[src/rtl/iic_txn_ctrl.sv]
// Register-level I2C transaction sequencer: expands one register read/write
// command into START/WRITE/READ/STOP micro-ops paced on the core busy handshake.
module iic_txn_ctrl #(
  parameter int TIMEOUT_CYCLES = 4096,
  parameter int TW             = 12
) (
  input  logic       clock,
  input  logic       reset_n,
  input  logic       cmd_valid,
  output logic       cmd_ready,
  input  logic       cmd_rw,
  input  logic [6:0] cmd_dev,
  input  logic [7:0] cmd_reg,
  input  logic [7:0] cmd_wdata,
  output logic       rsp_valid,
  output logic [7:0] rsp_rdata,
  output logic       rsp_err,
  output logic       core_start,
  output logic       core_stop,
  output logic       core_rw,
  output logic [7:0] core_din,
  input  logic       core_busy,
  input  logic [7:0] core_dout
);

  typedef enum logic [2:0] {
    S_IDLE,
    S_ISSUE,
    S_WAIT_HI,
    S_WAIT_LO,
    S_DONE
  } state_t;

  typedef enum logic [1:0] {
    OP_START,
    OP_WRITE,
    OP_READ,
    OP_STOP
  } op_kind_t;

  typedef struct packed {
    op_kind_t   kind;
    logic [7:0] data;
  } op_t;

  // The watchdog fires on the TIMEOUT_CYCLES-th counted wait cycle, so the
  // counter only ever has to hold TIMEOUT_CYCLES-1.
  localparam int TMO_M1 = (TIMEOUT_CYCLES > 0) ? TIMEOUT_CYCLES - 1 : 0;
  localparam logic [TW-1:0] TMO_LAST = TW'(TMO_M1);
  localparam bit TMO_EN = (TIMEOUT_CYCLES > 0);

  function automatic op_t op_decode(input logic [2:0] step, input logic rw,
                                    input logic [6:0] dev, input logic [7:0] ra,
                                    input logic [7:0] wd);
    op_t op;
    op.kind = OP_STOP;
    op.data = 8'h00;
    if (!rw) begin
      case (step)
        3'd0:    begin op.kind = OP_START; op.data = {dev, 1'b0}; end
        3'd1:    begin op.kind = OP_WRITE; op.data = ra;          end
        3'd2:    begin op.kind = OP_WRITE; op.data = wd;          end
        default: begin op.kind = OP_STOP;  op.data = 8'h00;       end
      endcase
    end else begin
      case (step)
        3'd0:    begin op.kind = OP_START; op.data = {dev, 1'b0}; end
        3'd1:    begin op.kind = OP_WRITE; op.data = ra;          end
        3'd2:    begin op.kind = OP_STOP;  op.data = 8'h00;       end
        3'd3:    begin op.kind = OP_START; op.data = {dev, 1'b1}; end
        3'd4:    begin op.kind = OP_READ;  op.data = 8'h00;       end
        default: begin op.kind = OP_STOP;  op.data = 8'h00;       end
      endcase
    end
    return op;
  endfunction

  state_t        state_q, state_d;
  logic [2:0]    step_q, step_d;
  logic [TW-1:0] wdog_q, wdog_d;
  logic          rw_q, rw_d;
  logic [6:0]    dev_q, dev_d;
  logic [7:0]    regaddr_q, regaddr_d;
  logic [7:0]    wdata_q, wdata_d;
  logic [7:0]    rdata_q, rdata_d;
  logic          core_rw_q, core_rw_d;
  logic [7:0]    core_din_q, core_din_d;

  op_t        op_cur;
  op_t        op_nxt;
  logic [2:0] last_step;
  logic       tmo_hit;
  logic       timeout;

  assign op_cur    = op_decode(step_q, rw_q, dev_q, regaddr_q, wdata_q);
  assign last_step = rw_q ? 3'd5 : 3'd3;
  assign tmo_hit   = TMO_EN && (wdog_q == TMO_LAST);

  always_comb begin
    state_d    = state_q;
    step_d     = step_q;
    wdog_d     = wdog_q;
    rw_d       = rw_q;
    dev_d      = dev_q;
    regaddr_d  = regaddr_q;
    wdata_d    = wdata_q;
    rdata_d    = rdata_q;
    core_rw_d  = core_rw_q;
    core_din_d = core_din_q;
    cmd_ready  = 1'b0;
    rsp_valid  = 1'b0;
    rsp_err    = 1'b0;
    core_start = 1'b0;
    core_stop  = 1'b0;
    timeout    = 1'b0;
    op_nxt     = '0;

    case (state_q)
      S_IDLE: begin
        cmd_ready = reset_n;
        if (cmd_valid && reset_n) begin
          rw_d      = cmd_rw;
          dev_d     = cmd_dev;
          regaddr_d = cmd_reg;
          wdata_d   = cmd_wdata;
          step_d    = 3'd0;
          state_d   = S_ISSUE;
        end
      end
      S_ISSUE: begin
        if (op_cur.kind == OP_STOP) core_stop = 1'b1;
        else                        core_start = 1'b1;
        wdog_d  = '0;
        state_d = S_WAIT_HI;
      end
      S_WAIT_HI: begin
        if (core_busy) begin
          wdog_d  = '0;
          state_d = S_WAIT_LO;
        end else if (tmo_hit) begin
          timeout = 1'b1;
        end else begin
          wdog_d = wdog_q + TW'(1);
        end
      end
      S_WAIT_LO: begin
        if (!core_busy) begin
          if (op_cur.kind == OP_READ) rdata_d = core_dout;
          if (step_q == last_step) begin
            state_d = S_DONE;
          end else begin
            step_d  = step_q + 3'd1;
            state_d = S_ISSUE;
          end
        end else if (tmo_hit) begin
          timeout = 1'b1;
        end else begin
          wdog_d = wdog_q + TW'(1);
        end
      end
      S_DONE: begin
        rsp_valid = 1'b1;
        state_d   = S_IDLE;
      end
      default: state_d = S_IDLE;
    endcase

    // Abort: report the error and release the bus with a STOP in the same cycle.
    if (timeout) begin
      rsp_valid = 1'b1;
      rsp_err   = 1'b1;
      core_stop = 1'b1;
      state_d   = S_IDLE;
    end

    // Load the byte/direction as ISSUE is entered so they are already valid
    // during the pulse and stay put until the core finishes the op.
    op_nxt = op_decode(step_d, rw_d, dev_d, regaddr_d, wdata_d);
    if (state_d == S_ISSUE && state_q != S_ISSUE) begin
      core_rw_d  = (op_nxt.kind == OP_READ);
      core_din_d = (op_nxt.kind == OP_START || op_nxt.kind == OP_WRITE) ? op_nxt.data : 8'h00;
    end
  end

  always_ff @(posedge clock) begin
    if (!reset_n) begin
      state_q    <= S_IDLE;
      step_q     <= 3'd0;
      wdog_q     <= '0;
      rw_q       <= 1'b0;
      dev_q      <= 7'h00;
      regaddr_q  <= 8'h00;
      wdata_q    <= 8'h00;
      rdata_q    <= 8'h00;
      core_rw_q  <= 1'b0;
      core_din_q <= 8'h00;
    end else begin
      state_q    <= state_d;
      step_q     <= step_d;
      wdog_q     <= wdog_d;
      rw_q       <= rw_d;
      dev_q      <= dev_d;
      regaddr_q  <= regaddr_d;
      wdata_q    <= wdata_d;
      rdata_q    <= rdata_d;
      core_rw_q  <= core_rw_d;
      core_din_q <= core_din_d;
    end
  end

  assign rsp_rdata = rdata_q;
  assign core_rw   = core_rw_q;
  assign core_din  = core_din_q;

endmodule

[config.mk]
export PLATFORM = sky130hd
export DESIGN_NAME = iic_txn_ctrl
export DESIGN_NICKNAME = d
export VERILOG_FILES = /design/src/rtl/iic_txn_ctrl.sv
export SDC_FILE = /design/constraint.sdc
export NUM_CORES = 1
export LEC_CHECK = 0
export ABC_AREA = 1
export CORE_ASPECT_RATIO = 1.25
export CORE_MARGIN = 4
export CORE_UTILIZATION = 39
export DETAILED_ROUTE_END_ITERATION = 16
export GPL_TIMING_DRIVEN = 0
export SYNTH_ARGS = -nofsm -noshare
export SYNTH_HDL_FRONTEND = slang
export SYNTH_SLANG_ARGS = --single-unit
[constraint.sdc]
create_clock -name clock -period 4.7 [get_ports clock]
set_clock_uncertainty 0.15 [all_clocks]
set_input_delay 1.175 -clock clock [delete_from_list [all_inputs] [get_ports clock]]
set_output_delay 1.175 -clock clock [all_outputs]
set_load 0.01 [all_outputs]
Yosys cells after proc, flatten, opt, wreduce, memory -nomap -nowiden
Cells that the tools add are included.
{"block": "classes", "addsub": 2, "n_eq_ne": 21, "n_mux": 43, "n_bitwise": 1, "reduce_logical": 10}
{"operator": "$pmux 10 s4", "n": 2}
{"operator": "$pmux 10 s3", "n": 2}
{"operator": "$mux 8", "n": 5}
{"operator": "$mux 12", "n": 3}
{"operator": "$pmux 12 s3", "n": 1}
{"operator": "$mux 3", "n": 9}
{"operator": "$mux 10", "n": 2}
{"operator": "$eq 3x2->1 const B", "n": 6}
{"operator": "$mux 1", "n": 14}
{"operator": "$mux 7", "n": 2}
{"operator": "$add 12x1->12 const B", "n": 1}
{"operator": "$eq 12x12->1 const B", "n": 1}
{"operator": "$eq 3x1->1 const B", "n": 4}
{"operator": "$pmux 3 s4", "n": 1}
{"operator": "$eq 3x3->1 const B", "n": 3}
{"operator": "$logic_not 3->1", "n": 3}
{"operator": "$eq 2x2->1 const B", "n": 3}
{"operator": "$pmux 3 s2", "n": 1}
{"operator": "$add 3x1->3 const B", "n": 1}
{"operator": "$eq 3x3->1", "n": 1}
{"operator": "$ne 3x1->1 const B", "n": 1}
{"operator": "$reduce_and 3->1", "n": 1}
{"operator": "$reduce_bool 3->1", "n": 1}
{"operator": "$eq 2x1->1 const B", "n": 1}
{"operator": "7 further kinds", "n": 8}
{"block": "totals", "ff_bits": 59, "inputBits": 36}

Logic depth before layout (Yosys ltp)
{"block": "logic_depth", "depth_word": 11, "ltp_mapped": 15, "mapped_depth_nobuf": 15}

Least setup slack after synthesis
No wires, ideal clock.
{"block": "synth_timing", "path_kind": "input port to output port", "start": "in core_busy", "end": "out rsp_valid", "arrival_time_ps": 1988, "slack_ps": 1387, "path_stages": 6, "path_buffers": 0, "path_cell_list": "nor2_1 > clkinv_1 > nand2_1 > inv_1 > nand2_1 > o21ai_0"}
{"block": "synth_between", "elab_chain_len": 3, "elab_cells_between_ends": 4, "classes_between": "mux (4)"}
{"element": "start: declaration", "line": "22", "text": "input logic core_busy,"}
{"element": "$mux 1 (on tied branches)", "line": "147, 137"}
{"element": "$pmux 1 s2 *", "line": "118", "text": "case (state_q)"}
{"element": "$mux 1 *", "line": "169", "text": "if (timeout) begin"}
{"element": "end: declaration", "line": "15", "text": "output logic rsp_valid,"}
Mark *: on every way between the ends. The rest lies on a longest branch, timed or not.

Worst setup path after layout
Same ends and word-level chain as after synthesis.

==> flow_summary.toml <==
[status]
outcome = "finished clean"

[detailed_routing]
wl_per_cell_um = 13.10
antenna_left = 0
avgViaCountPerCell = 4.974
drt_iter0_drc = 156
drc_errors = 0
routed_wl_um = 8491
num_vias = 3223
first_pass_iters = 4

[logic_synthesis]
synth-seq-cells = 59
synth_nets = 519
synth_area_um2 = 3258
synthArstFlopShare_pct = 0
synth_compound_area_share_pct = 11.06
synth.distinct_cells = 35
synth_top_family_by_area = "simple AND/OR/NAND/NOR gates"
synth_area_leaders = "dfxtp_1 (36%), nand2_1 (9.8%), inv_1 (7.9%), nor2_1 (6.5%), nand3_1 (5.4%)"
yosysWarnings = 0
ys.flop_type = "dfxtp_1"
yosys.area.top_type_share_pct = 36.25
synth_fa_ha_area_share_pct = 1.920
synth_common_cells = "nand2_1 (85), inv_1 (69), dfxtp_1 (59)"
yosys.area.top_type = "dfxtp_1"
syn_area_per_cell_um2 = 6.816
seq_area_frac_synth_pct = 36.25
muxShareOfSynthArea_pct = 0
synth_edf_count = 0
synthSimpleGateAreaFrac_pct = 37.14
synth_most_common_cell = "nand2_1"
syn_inst = 478
synth_xor_area_share_pct = 1.344

[placement]
dpl_cell_area_um2 = 3950
portBuffers = 57
gp_congestion = 0.8654
pre_cts_slack_ns = 0.2520
post-dp-hpwl_um = 6338

[min_path]
hold_path_depth = 2
hold_class = "flip-flop to flip-flop"
min_from = "core_din[7]"
holdPathEnd = "core_din[7]"

[global_route]
antenna_found_initial = 0
grt_pass1_vias = 3053
track_usage_pct = 17.86
overflow = 0
grt_pass1_wl_um = 14300
grt_max_degree = 11

[sta]
min_period_over_period_pct = 94.49
relSlewSlack_pct = 62.88
setup_violations = 0
drv_slew = 0
rsz0062_at_grt = "false"
min_period_ns = 4.441
fin_tns_setup_ns = 0
max_freq_mhz = 225.2
setup_slack_ns = 0.2592
hold_viol = 0
tightestPinTransition_ns = 0.5569

[critical_path]
cp_max_fo = 10
max_stage_delay_ns = 0.48
crit_path_end_kind = "output port"
crit_path_top_delay_cell = "clkdlybuf4s50_1"
crit_buf_inv = 4
startpoint_type = "input port"
path_class = "input port to output port"
r2r.worst_path.cells = 13
cp.arrival_ns = 3.12
r2r-end = "core_din[5]"
path_delay_family = "buffers and inverters"
path_cells = "clkdlybuf4s50_1, nor2_1, clkinv_1, nand2_1, inv_1, nand2_1, o21ai_0, clkdlybuf4s50_1"
reg2reg_from = "step_q[0]"
r2r_slack_ns = 2.39
crit_required_ns = 3.38

[floorplanning]
start_util_pct = 39.76
rows = 37
ios = 58
die_x_um = 89.75
design.die.area_um2 = 9890
die_h_um = 110.2
core_um2 = 8194

[layout]
multi_input_area_um2 = 1677
drive_gt1_share_pct = 11.43
post-route-util_pct = 51.38
final_area_um2 = 4210
num-nets-final = 587
fill_cells = 828
register_area_um2 = 1181
num_antenna_cells = 0
syn_to_final_growth_pct = 29.22

[clock_network]
ctsResizeCount = 0
clock_path_buffers = 2
clk_latency_ns = 0.34
cts_tree = "yes"
post-cts-setup-buffers = 0
path_clk_slew_ns = 0.07
cts_sinks = 59
hold_buffers = 0
cts_buffers = 9
cts_root_buffer = "clkbuf_8"
cts_max_level = 3

[power]
ir_worst_vdd_mv = 0.2084
leakagePower_nw = 1.694
powerDensity_nw_per_um2 = 315.7
power.total_mw = 1.329

[flow_run]
max_cap_viol_count = 0
metal layers:
| metal | track usage (%) | routed length [um] |
|---|---|---|
| met1 | 21.31 | 3734 |
| met4 | 7.667 | 274 |
| met2 | 30.81 | 4135 |
| met3 | 4.549 | 347 |
| met5 | 0 | 0 |
cells by family (layout without fill, tap and decap cells):
kind of cell	Yosys count	in the layout
AOI/OAI and AO/OA	62	62
xor gates and xnor gates	5	5
adders and majority gates	5	5
buffers and inverters	98	171
DFF	59	59
and+or+nand+nor	249	249
final cells by class:
class,instances,area share (%)
Inverter,82,7.311
Clock buffer,12,3.923
Timing Repair Buffer,57,13.55
Multi-Input combinational cell,321,39.82
Sequential cell,59,28.05
Buffer,16,2.199
Tap cell,97,2.883
Clock inverter,4,2.259
worst max-delay path by stage:
stage / end / depth (start not counted) / startpoint
after floorplan: rsp_valid / 6 / core_busy
after global placement: rsp_valid / 8 / core_busy
after detailed placement: rsp_valid / 8 / core_busy
after CTS: rsp_valid / 8 / core_busy
after global routing: rsp_valid / 8 / core_busy
final: rsp_valid / 8 / core_busy
sequential cells by signal, summed over array words and instances, names as in the netlist:
name and flops:
wdog_q 12, core_din 8, regaddr_q 8, rsp_rdata 8
wdata_q 8, dev_q 7, state_q 3, step_q 3
core_rw 1, rw_q 1
layout by cell type (no fill, tap or decap):
| cell type | Yosys | layout |
|---|---|---|
| nor4_1 | 2 | 2 |
| o21ai_4 | 2 | 2 |
| o21ai_0 | 16 | 16 |
| nand3_4 | 1 | 1 |
| clkinv_1 | 2 | 2 |
| inv_2 | 11 | 11 |
| clkdlybuf4s50_1 | 0 | 57 |
| nand2_1 | 85 | 85 |
| xor2_1 | 3 | 3 |
| a21oi_1 | 18 | 18 |
| nor2_1 | 56 | 56 |
| buf_4 | 2 | 2 |
| a221oi_1 | 1 | 1 |
| nor3_4 | 1 | 1 |
| xnor2_1 | 2 | 2 |
| nor2_4 | 3 | 3 |
| o21ai_1 | 19 | 19 |
| nand3_2 | 5 | 5 |
| o21bai_1 | 2 | 2 |
| clkbuf_8 | 0 | 12 |
| clkinv_2 | 0 | 1 |
| buf_6 | 3 | 3 |
| o31ai_1 | 1 | 1 |
| dfxtp_1 | 59 | 59 |
| clkbuf_1 | 9 | 9 |
| nand2_4 | 4 | 4 |
| clkbuf_2 | 1 | 1 |
| ha_1 | 5 | 5 |
| nor2_2 | 6 | 6 |
| inv_1 | 69 | 69 |
| nand3_1 | 35 | 35 |
| nor3_1 | 21 | 21 |
| buf_2 | 1 | 1 |
| nand2_2 | 6 | 6 |
| nand4_1 | 24 | 24 |
| a21oi_4 | 1 | 1 |
| o21a_1 | 1 | 1 |
| a211oi_1 | 1 | 1 |
| bufinv_16 | 0 | 3 |
power breakdown:
| group | switching, mW | internal, mW | leakage, nW |
|---|---|---|---|
| combinational | 0.117 | 0.0835 | 1.08 |
| sequential | 0.0103 | 0.520 | 0.479 |
| clock | 0.204 | 0.395 | 0.133 |
metrics by stage:
step,hold slack (ns),cells
final,0.3226,648
after floorplan,0.3133,478
after detailed placement,0.3099,632
after CTS,0.3231,648
after global placement,0.3060,632
after global routing,0.3550,648
worst register-to-register path, cell delays in order (launching register included):
cell	delay, ns
dfxtp_1	0.36
clkbuf_2	0.24
inv_1	0.09
ha_1	0.30
inv_1	0.07
nand3_1	0.07
nand2_1	0.08
nand2_2	0.09
nand2_4	0.10
buf_6	0.15
nand4_1	0.14
nand4_1	0.15
nand3_1	0.11
a21oi_1	0.15
No activity file was read; power rests on OpenSTA's default activity.
